--- config.mk ---
export PLATFORM = sky130hd
export DESIGN_NAME = u_game_judge_led_sched
export DESIGN_NICKNAME = d
export VERILOG_FILES = /design/src/rtl/u_game_judge_led_sched_pkg.sv /design/src/rtl/u_game_judge_led_sched_rr_arb.sv /design/src/rtl/u_game_judge_led_sched.sv
export SDC_FILE = /design/constraint.sdc
export NUM_CORES = 1
export LEC_CHECK = 0
export ABC_AREA = 1
export CAP_MARGIN = 20
export CORE_AREA = 2 2 71 73
export DETAILED_ROUTE_END_ITERATION = 8
export DIE_AREA = 0 0 73 75
export HOLD_SLACK_MARGIN = 0.06
export PLACE_DENSITY = 0.78
export SLEW_MARGIN = 15
export SYNTH_ARGS = -nofsm -noshare
export SYNTH_HDL_FRONTEND = slang
export SYNTH_SLANG_ARGS = --single-unit
export TNS_END_PERCENT = 10
--- constraint.sdc ---
create_clock -name clk -period 4.92 [get_ports clk]
set_input_delay 1.476 -clock clk [delete_from_list [all_inputs] [get_ports clk]]
set_output_delay 1.476 -clock clk [all_outputs]
set_load 0.05 [all_outputs]
--- src/rtl/u_game_judge_led_sched_pkg.sv ---
// Shared definitions for the judgement display scheduler and the LED driver:
// judge codes, scheduler state encoding and a small sizing helper.
package u_game_judge_led_sched_pkg;

  localparam logic [1:0] JUDGE_NONE    = 2'b00;
  localparam logic [1:0] JUDGE_MISS    = 2'b01;
  localparam logic [1:0] JUDGE_NORMAL  = 2'b10;
  localparam logic [1:0] JUDGE_PERFECT = 2'b11;

  typedef enum logic [1:0] {
    ST_IDLE = 2'd0,
    ST_SHOW = 2'd1,
    ST_GAP  = 2'd2,
    ST_OVER = 2'd3
  } sched_state_e;

  // Larger of two integers, used to size the shared hold/gap counter.
  function automatic int max_int(input int a, input int b);
    return (a > b) ? a : b;
  endfunction

endpackage

--- src/rtl/u_game_judge_led_sched_rr_arb.sv ---
// N-way round-robin arbiter. Purely combinational: the caller owns the
// pointer register. The search starts at i_ptr and wraps; the first pending
// lane found wins. o_any is 0 when nothing is pending.
module u_rr_arb #(
  parameter int N  = 4,
  parameter int IW = $clog2(N)
) (
  input  logic [N-1:0]  i_pend,
  input  logic [IW-1:0] i_ptr,
  output logic [N-1:0]  o_gnt,
  output logic [IW-1:0] o_idx,
  output logic          o_any
);

  int          j_int;
  logic [IW-1:0] j;
  logic        found;

  // Scan lanes from the pointer upward with wrap-around, pick the first pending one.
  always_comb begin
    o_gnt = '0;
    o_idx = '0;
    found = 1'b0;
    j_int = 0;
    j     = '0;
    for (int i = 0; i < N; i++) begin
      j_int = (int'(i_ptr) + i) % N;
      j     = IW'(j_int);
      if (!found && i_pend[j]) begin
        found    = 1'b1;
        o_gnt[j] = 1'b1;
        o_idx    = j;
      end
    end
    o_any = found;
  end

endmodule

--- src/rtl/u_game_judge_led_sched.sv ---
// Judgement display scheduler. Lane judges fire single-cycle strobes; each
// non-00 strobe is latched as a pending entry. Pending lanes are served
// round-robin: one judgement is shown for HOLD_MS ticks, then a blank gap of
// GAP_MS ticks. Game over flushes everything and hands the LED over.
// Strobe semantics: i_judge_vld[k] is sampled every clock, there is no
// back-pressure; a second event on a still-pending lane replaces the stored
// code and is reported on o_drop one cycle later.
module u_game_judge_led_sched
  import u_game_judge_led_sched_pkg::*;
#(
  parameter int N_LANE  = 4,
  parameter int HOLD_MS = 200,
  parameter int GAP_MS  = 50
) (
  input  logic                      clk,
  input  logic                      rst_n,
  input  logic                      i_tick,
  input  logic                      i_game_over,
  input  logic [N_LANE-1:0]         i_judge_vld,
  input  logic [2*N_LANE-1:0]       i_judge,
  output logic [1:0]                o_judge,
  output logic                      o_game_over,
  output logic [$clog2(N_LANE)-1:0] o_lane,
  output logic                      o_busy,
  output logic                      o_drop
);

  localparam int LW = $clog2(N_LANE);
  localparam int CW = $clog2(max_int(HOLD_MS, GAP_MS) + 1);
  localparam logic [CW-1:0] HOLD_LAST = CW'(HOLD_MS - 1);
  localparam logic [CW-1:0] GAP_LAST  = CW'((GAP_MS > 0) ? (GAP_MS - 1) : 0);
  localparam logic [LW-1:0] LANE_LAST = LW'(N_LANE - 1);

  sched_state_e          state_q;
  logic [CW-1:0]         cnt_q;
  logic [LW-1:0]         ptr_q;
  logic [N_LANE-1:0]     pend_q, pend_d;
  logic [2*N_LANE-1:0]   code_q, code_d;
  logic                  drop_q, drop_d;
  logic [1:0]            judge_q;
  logic [LW-1:0]         lane_q;
  logic                  busy_q;
  logic                  over_q;

  logic [N_LANE-1:0]     gnt;
  logic [LW-1:0]         gnt_idx;
  logic                  gnt_any;
  logic                  grant_en;
  logic [1:0]            gnt_code;
  logic [LW-1:0]         ptr_next;

  u_rr_arb #(
    .N  (N_LANE),
    .IW (LW)
  ) u_arb (
    .i_pend (pend_q),
    .i_ptr  (ptr_q),
    .o_gnt  (gnt),
    .o_idx  (gnt_idx),
    .o_any  (gnt_any)
  );

  // A grant only happens from IDLE and never in a cycle where game over is asserted.
  assign grant_en = (state_q == ST_IDLE) && !i_game_over && gnt_any;
  assign ptr_next = (gnt_idx == LANE_LAST) ? '0 : gnt_idx + 1'b1;

  // Select the stored code of the granted lane (old code, before any same-cycle capture).
  always_comb begin
    gnt_code = JUDGE_NONE;
    for (int k = 0; k < N_LANE; k++) begin
      if (gnt[k]) gnt_code = code_q[2*k +: 2];
    end
  end

  // Pending-table update: capture, overwrite detection, grant clear and game-over flush.
  always_comb begin
    pend_d = pend_q;
    code_d = code_q;
    drop_d = 1'b0;
    if (i_game_over || (state_q == ST_OVER)) begin
      pend_d = '0;
    end else begin
      if (grant_en) pend_d = pend_q & ~gnt;
      for (int k = 0; k < N_LANE; k++) begin
        if (i_judge_vld[k] && (i_judge[2*k +: 2] != JUDGE_NONE)) begin
          if (pend_q[k] && !(grant_en && gnt[k])) drop_d = 1'b1;
          pend_d[k]         = 1'b1;
          code_d[2*k +: 2]  = i_judge[2*k +: 2];
        end
      end
    end
  end

  // Pending table and drop pulse registers.
  always_ff @(posedge clk or negedge rst_n) begin
    if (!rst_n) begin
      pend_q <= '0;
      code_q <= '0;
      drop_q <= 1'b0;
    end else begin
      pend_q <= pend_d;
      code_q <= code_d;
      drop_q <= drop_d;
    end
  end

  // Display FSM with registered outputs, hold/gap counter and round-robin pointer.
  always_ff @(posedge clk or negedge rst_n) begin
    if (!rst_n) begin
      state_q <= ST_IDLE;
      cnt_q   <= '0;
      ptr_q   <= '0;
      judge_q <= JUDGE_NONE;
      lane_q  <= '0;
      busy_q  <= 1'b0;
      over_q  <= 1'b0;
    end else if (i_game_over) begin
      state_q <= ST_OVER;
      cnt_q   <= '0;
      judge_q <= JUDGE_NONE;
      busy_q  <= 1'b0;
      over_q  <= 1'b1;
    end else begin
      case (state_q)
        ST_IDLE: begin
          if (grant_en) begin
            judge_q <= gnt_code;
            lane_q  <= gnt_idx;
            cnt_q   <= '0;
            ptr_q   <= ptr_next;
            busy_q  <= 1'b1;
            state_q <= ST_SHOW;
          end
        end
        ST_SHOW: begin
          if (i_tick) begin
            if (cnt_q == HOLD_LAST) begin
              judge_q <= JUDGE_NONE;
              cnt_q   <= '0;
              if (GAP_MS == 0) begin
                busy_q  <= 1'b0;
                state_q <= ST_IDLE;
              end else begin
                state_q <= ST_GAP;
              end
            end else begin
              cnt_q <= cnt_q + 1'b1;
            end
          end
        end
        ST_GAP: begin
          if (i_tick) begin
            if (cnt_q == GAP_LAST) begin
              cnt_q   <= '0;
              busy_q  <= 1'b0;
              state_q <= ST_IDLE;
            end else begin
              cnt_q <= cnt_q + 1'b1;
            end
          end
        end
        ST_OVER: begin
          over_q  <= 1'b0;
          state_q <= ST_IDLE;
        end
        default: state_q <= ST_IDLE;
      endcase
    end
  end

  assign o_judge     = judge_q;
  assign o_game_over = over_q;
  assign o_lane      = lane_q;
  assign o_busy      = busy_q;
  assign o_drop      = drop_q;

endmodule

# [Yosys cells after proc, flatten, opt, wreduce, memory -nomap -nowiden]
# Index checks and enable logic that the tools add are counted.
[op_classes] addsub=5 n_lt_le_gt_ge=8 eq_ne=11 n_mux=74 n_bitwise=7 reduce_logical=52
[ops] cell="8-bit 2-to-1 mux" count=6
[ops] cell="2-bit 2-to-1 mux" count=19
[ops] cell="1-bit 2-to-1 mux" count=31
[ops] cell="4-bit 2-to-1 mux" count=6
[ops] cell="8-bit one-hot mux with 3 select lines" count=1
[ops] cell="1-bit logical AND" count=21
[ops] cell="3-bit nonzero test" count=6
[ops] cell="3-bit != test, second input constant" count=5
[ops] cell="2-bit by 3-bit less-than comparator with 1-bit output, second input constant" count=4
[ops] cell="4-bit OR" count=3
[ops] cell="4-bit AND reduction" count=3
[ops] cell="2-bit nonzero test" count=5
[ops] cell="8-bit by 1-bit adder with 8-bit output, second input constant" count=1
[ops] cell="1-bit binary-select mux with 2-bit select" count=4
[ops] cell="1-bit demux with 2-bit select" count=4
[ops] cell="8-bit by 6-bit == test with 1-bit output, second input constant" count=1
[ops] cell="8-bit == test, second input constant" count=1
[ops] cell="2-bit by 1-bit greater-or-equal comparator with 1-bit output, second input constant" count=4
[ops] cell="1-bit logical NOT" count=8
[ops] cell="2-bit one-hot mux with 4 select lines" count=1
[ops] cell="2-bit AND reduction" count=4
[ops] cell="2-bit == test, second input constant" count=3
[ops] cell="5-bit AND reduction" count=1
[ops] cell="2-bit by 1-bit adder with 2-bit output, second input constant" count=2
[ops] cell="other kinds (11)" count=13
[word_totals] ff_bits=31 inputBits=16 out_inout_bits=7 elab_cells=173

# [Longest topological paths before layout]
[depth] depth_word=25 ltp_mapped=15 depth_no_buf=14

# [Cells and area by module]
# A second synthesis with hierarchy kept.
[hier_totals] hier_cells=301 area_unflattened_um2=2207.1
[by_module_without_submodules] module="u_game_judge_led_sched" n_inst=1 cells_per_inst=227 area_each_um2=1766.7 seq_area_each_um2=775.7
[by_module_without_submodules] module="u_rr_arb" n_inst=1 cells_per_inst=74 area_each_um2=440.4 seq_area_each_um2=0.0

# [Least setup slack after synthesis]
# Ideal clock, no wire load.
[synth_path] path_kind="input port to flip-flop" startpoint="input port i_game_over" endpoint="register cnt_q[6]" setup_ns=0.119 t_arrival_ns=2.592 required_time_ns=4.801 slack_ns=2.209 cell_stages=9 path_buffers=2 path_cell_list="clkbuf_1 -> clkinv_1 -> nand3_4 -> nand2_4 -> nor2_4 -> nand2_4 -> buf_12 -> nand2_2 -> o21ai_2"
[synth_between] elab_chain_cells=5 word_cells_on_any_way=9 cone_classes="3 x eq/ne; 1 x mux; 5 x reduce/logical"
[synth_lines] element="from (decl)" line_no="u_game_judge_led_sched.sv:18" rtl="input logic i_game_over,"
[synth_lines] element="1-bit logical NOT" line_no="u_game_judge_led_sched.sv:64" rtl="assign grant_en = (state_q == ST_IDLE) && !i_game_over && gnt_any;"
[synth_lines] element="1-bit logical AND (2 in series)" line_no="u_game_judge_led_sched.sv:64"
[synth_lines] element="3-bit != test (no line)"
[synth_lines] element="4-bit AND reduction (no line)"
[synth_lines] element="to (signal assigned)" line_no="u_game_judge_led_sched.sv:147" rtl="cnt_q <= cnt_q + 1'b1;"
[synth_lines] element="to (signal assigned)" line_no="u_game_judge_led_sched.sv:158" rtl="cnt_q <= cnt_q + 1'b1;"
[synth_lines] element="to (decl)" line_no="u_game_judge_led_sched.sv:35" rtl="logic [CW-1:0] cnt_q;"
# Several ways; a longest one is shown, not always the timed one.
# A chain may end at the register's enable or synchronous reset.

# [Final worst setup path]
[layout_path] startpoint="input port i_game_over" endpoint="register code_q[0]"
[layout_between] elab_chain_cells=3
[layout_lines] element="1-bit logical OR" line_no="u_game_judge_led_sched.sv:80" rtl="if (i_game_over || (state_q == ST_OVER)) begin"
[layout_lines] element="1-bit inverter (no line)"
[layout_lines] element="2-bit AND reduction (no line)"
[layout_lines] element="to (signal assigned)" line_no="u_game_judge_led_sched.sv:102" rtl="code_q <= code_d;"
[layout_lines] element="to (decl)" line_no="u_game_judge_led_sched.sv:38" rtl="logic [2*N_LANE-1:0] code_q, code_d;"
# No other way between the ends.

==> impl_metrics.py <==
metrics = {
    "grt": {
        "grt_start_max_net_pins": 32,
        "grt_remaining_overflow": 0,
        "grt.total_usage": 0.208,
        "grt_antenna_before_repair": 0,
        "grt_pass1_vias": 2060,
        "grt_first_pass_wirelength_um": 8830,
    },
    "worst_setup_path": {
        "timing.critical_path.arrival_ns": 3.16,
        "worst_setup_path_start_kind": "input port",
        "critical_path_cell_with_the_highest_stage_delay": "sky130_fd_sc_hd__nor2_1",
        "slowest_delay_ns": 0.59,
        "worst-endpoint-required_ns": 5.10,
        "cp_max_fo": 10,
        "path_class": "in -> reg",
        "worst_setup_path_end_kind": "flip-flop",
        "crit_path_cell_trace": "clkdlybuf4s50_1 > nor2_1 > nand2_1 > mux2_2",
    },
    "timing": {
        "layout_min_cycle_time_ns": 2.98,
        "fin_tns_setup_ns": 0,
        "finalWorstSetupSlack_ns": 1.94,
        "setup_viol_count_final": 0,
        "slew-limit-headroom": 0.560,
        "fmaxAchievable_mhz": 336,
        "slew_viol_final": 0,
        "hold_viol_final": 0,
        "rsz_0062_raised_after_global_routing": "no",
        "skew_ns": 0.0109,
        "least_margin_pin_slew_ns": 0.658,
        "ratio_of_final_minimum_period_to_clock_period": 0.605,
    },
    "detailed_routing": {
        "route.vias.total": 2061,
        "routed_wire_length_per_instance_um": 12.9,
        "route.detailed.vias_per_inst": 5.30,
        "drt-pass1-iter-count": 4,
        "post-route-drc-count": 0,
        "drtIter0Drc": 130,
        "totalWireLength_um": 5020,
        "antenna_left": 0,
    },
    "logic_synthesis": {
        "synthesis.instances": 309,
        "syn_area_um2": 2370,
        "ys_ff_latch": 31,
        "ys_async_sr_fraction": 1.00,
        "yosysWarnings": 0,
        "synth-edff-count": 0,
        "area_share_of_the_leading_cell_type_in_the_synthesized_netlist": 0.328,
        "top_area_cells_in_the_synthesized_netlist": "sky130_fd_sc_hd__dfrtp_1, sky130_fd_sc_hd__nand2_1, sky130_fd_sc_hd__nand3_1",
        "synthDominantAreaCellType": "sky130_fd_sc_hd__dfrtp_1",
        "synth_sequential_area_ratio": 0.328,
        "synthesis.area_per_instance_um2": 7.66,
        "yosys_most_used_dff": "sky130_fd_sc_hd__dfrtp_1",
        "postSynthNetCount": 337,
        "ys_types": 33,
    },
    "floorplan": {
        "core_area_um2": 4660,
        "die-height_um": 75,
        "die_width_um": 73,
        "fp.dieArea_um2": 5480,
        "floorplan.initialDensity": 0.508,
        "placementRows": 25,
        "top_level_ports": 23,
    },
    "clock_tree": {
        "cts_hold_buf": 0,
        "clock-root-buffer": "sky130_fd_sc_hd__clkbuf_8",
        "number_of_instances_resized_during_post_cts_repair": 0,
        "clkSinkCount": 31,
        "insertion_delay_ns": 0.29,
        "htreeDepth": 2,
        "clock_tree.buffer_depth": 2,
        "cts_setup_buffers": 0,
        "cts.clk_slew.worst_paths_ns": 0.07,
        "tritoncts": "done",
        "cts_made_buffers": 5,
    },
    "final_layout": {
        "antennaDiodeCount": 0,
        "fin_util": 0.587,
        "area.growth.synth_to_final_pct": 15.6,
        "final_cell_area_um2": 2740,
        "post_route_cells_drive_above_1_share": 0.158,
        "mostFrequentLayoutCell": "sky130_fd_sc_hd__nand2_1",
        "commonest_cells_after_routing_fill_and_taps_aside": "sky130_fd_sc_hd__nand2_1, sky130_fd_sc_hd__nand3_1, sky130_fd_sc_hd__dfrtp_1",
        "final_nets": 362,
        "fin_cells": 389,
    },
    "power_and_ir_drop": {
        "power_leakage_nw": 1.30,
        "power_density_nw_per_um2": 634,
        "comb_power_share": 0.616,
        "switching_part_of_the_total_power": 0.509,
        "p_clk_frac": 0.152,
        "internal_power_mw": 0.852,
        "switching_power_mw": 0.883,
        "sequentialPowerShare": 0.232,
        "vdd_ir_drop_max_mv": 0.277,
    },
    "min_path": {
        "kind_of_path_behind_the_tightest_hold_check": "reg -> reg",
    },
    "run": {
        "max-cap-violations": 0,
    },
    "placed_design": {
        "dp.cells": 381,
        "globalplace.congestion": 0.951,
        "numPortBuffers": 22,
        "detailedPlace.worstSlack_ns": 1.62,
        "hpwl_um": 3820,
        "dpl_cell_area_um2": 2620,
    },
    "run_status": {
        "run_status": "complete, no violations",
    },
}
area by class of cell:
| type | instances | area [um^2] |
|---|---|---|
| inverters | 35 | 131 |
| well taps | 54 | 67.6 |
| multi-input cells | 238 | 1420 |
| clock inverters | 2 | 35.0 |
| flip-flops and latches | 31 | 776 |
| repair buffers | 23 | 228 |
| clock buffers | 6 | 82.6 |
| fillers | 410 | 1920 |
sequential cells by signal, indices dropped and copies added (netlist names), 2 cells and up, named ones only:
name and count:
code_q 8, o_judge 2, cnt_q 8, state_q 2, o_lane 2, pend_q 4
power by group through the flow:
stage | combinational [mW] | sequential (mW) | clock, mW
finish | 1.07 | 0.403 | 0.264
global route | 1.20 | 0.415 | 0.282
CTS | 1.07 | 0.403 | 0.271
detailed placement | 1.06 | 0.408 | 0
global placement | 1.04 | 0.404 | 0
floorplan | 0.834 | 0.451 | 0
Yosys cell counts, types with 5 or more instances:
master                     n
sky130_fd_sc_hd__nand2_1  81
sky130_fd_sc_hd__nand3_1  34
sky130_fd_sc_hd__dfrtp_1  31
sky130_fd_sc_hd__inv_1    29
sky130_fd_sc_hd__nor2_1   15
sky130_fd_sc_hd__o21ai_0  15
sky130_fd_sc_hd__a21oi_1  12
sky130_fd_sc_hd__ha_1     12
sky130_fd_sc_hd__nand2_2  12
sky130_fd_sc_hd__nand4_1   9
sky130_fd_sc_hd__nand2_4   7
sky130_fd_sc_hd__o21ai_2   7
sky130_fd_sc_hd__inv_2     5
sky130_fd_sc_hd__o21a_1    5
metal layers:
metal / global-route usage / share of wire / vias to the layer above
li1: - / - / 1072
met1: 0.255 / 0.44 / 938
met2: 0.350 / 0.50 / 42
met3: 0.0562 / 0.043 / 9
met4: 0.0761 / 0.018 / 0
met5: 0 / 0 / -
logic make-up after synthesis:
kind of cell,count (synthesis),synth area share
adder cells (fa/ha/maj),12,0.0634
AND/OR/NAND/NOR,171,0.377
buffers and inverters,40,0.0740
XOR/XNOR,3,0.0111
AO/OA/AOI/OAI,48,0.127
multiplexers,4,0.0190
flip-flops,31,0.328
worst paths after layout:
check                             from                          to  slack (ns)  depth (start not counted)
setup reg to reg             flip-flop                    cnt_q[3]        2.34                         13
hold / removal              o_judge[1]                  o_judge[1]        0.48                          2
max in group asynchronous        rst_n                  o_judge[1]        3.04                          2
hold reg to reg             o_judge[1]                  o_judge[1]        0.48                          2
setup / recovery           i_game_over                   code_q[0]        1.94                          4
min in group asynchronous        rst_n  asynchronous set/reset pin        1.57                          2
critical path, delay by kind of cell:
family / cells / cell delay [ns]
buffers and inverters: 1 / 0.57
and+or+nand+nor: 2 / 0.80
muxes: 1 / 0.31
per-stage QoR:
stage | total power, mW | hold WS [ns]
CTS | 1.74 | 0.496
finish | 1.74 | 0.482
floorplan | 1.28 | 0.480
global route | 1.90 | 0.524
detailed placement | 1.47 | 0.477
global placement | 1.45 | 0.466
No activity file was read; power rests on OpenSTA's default activity.
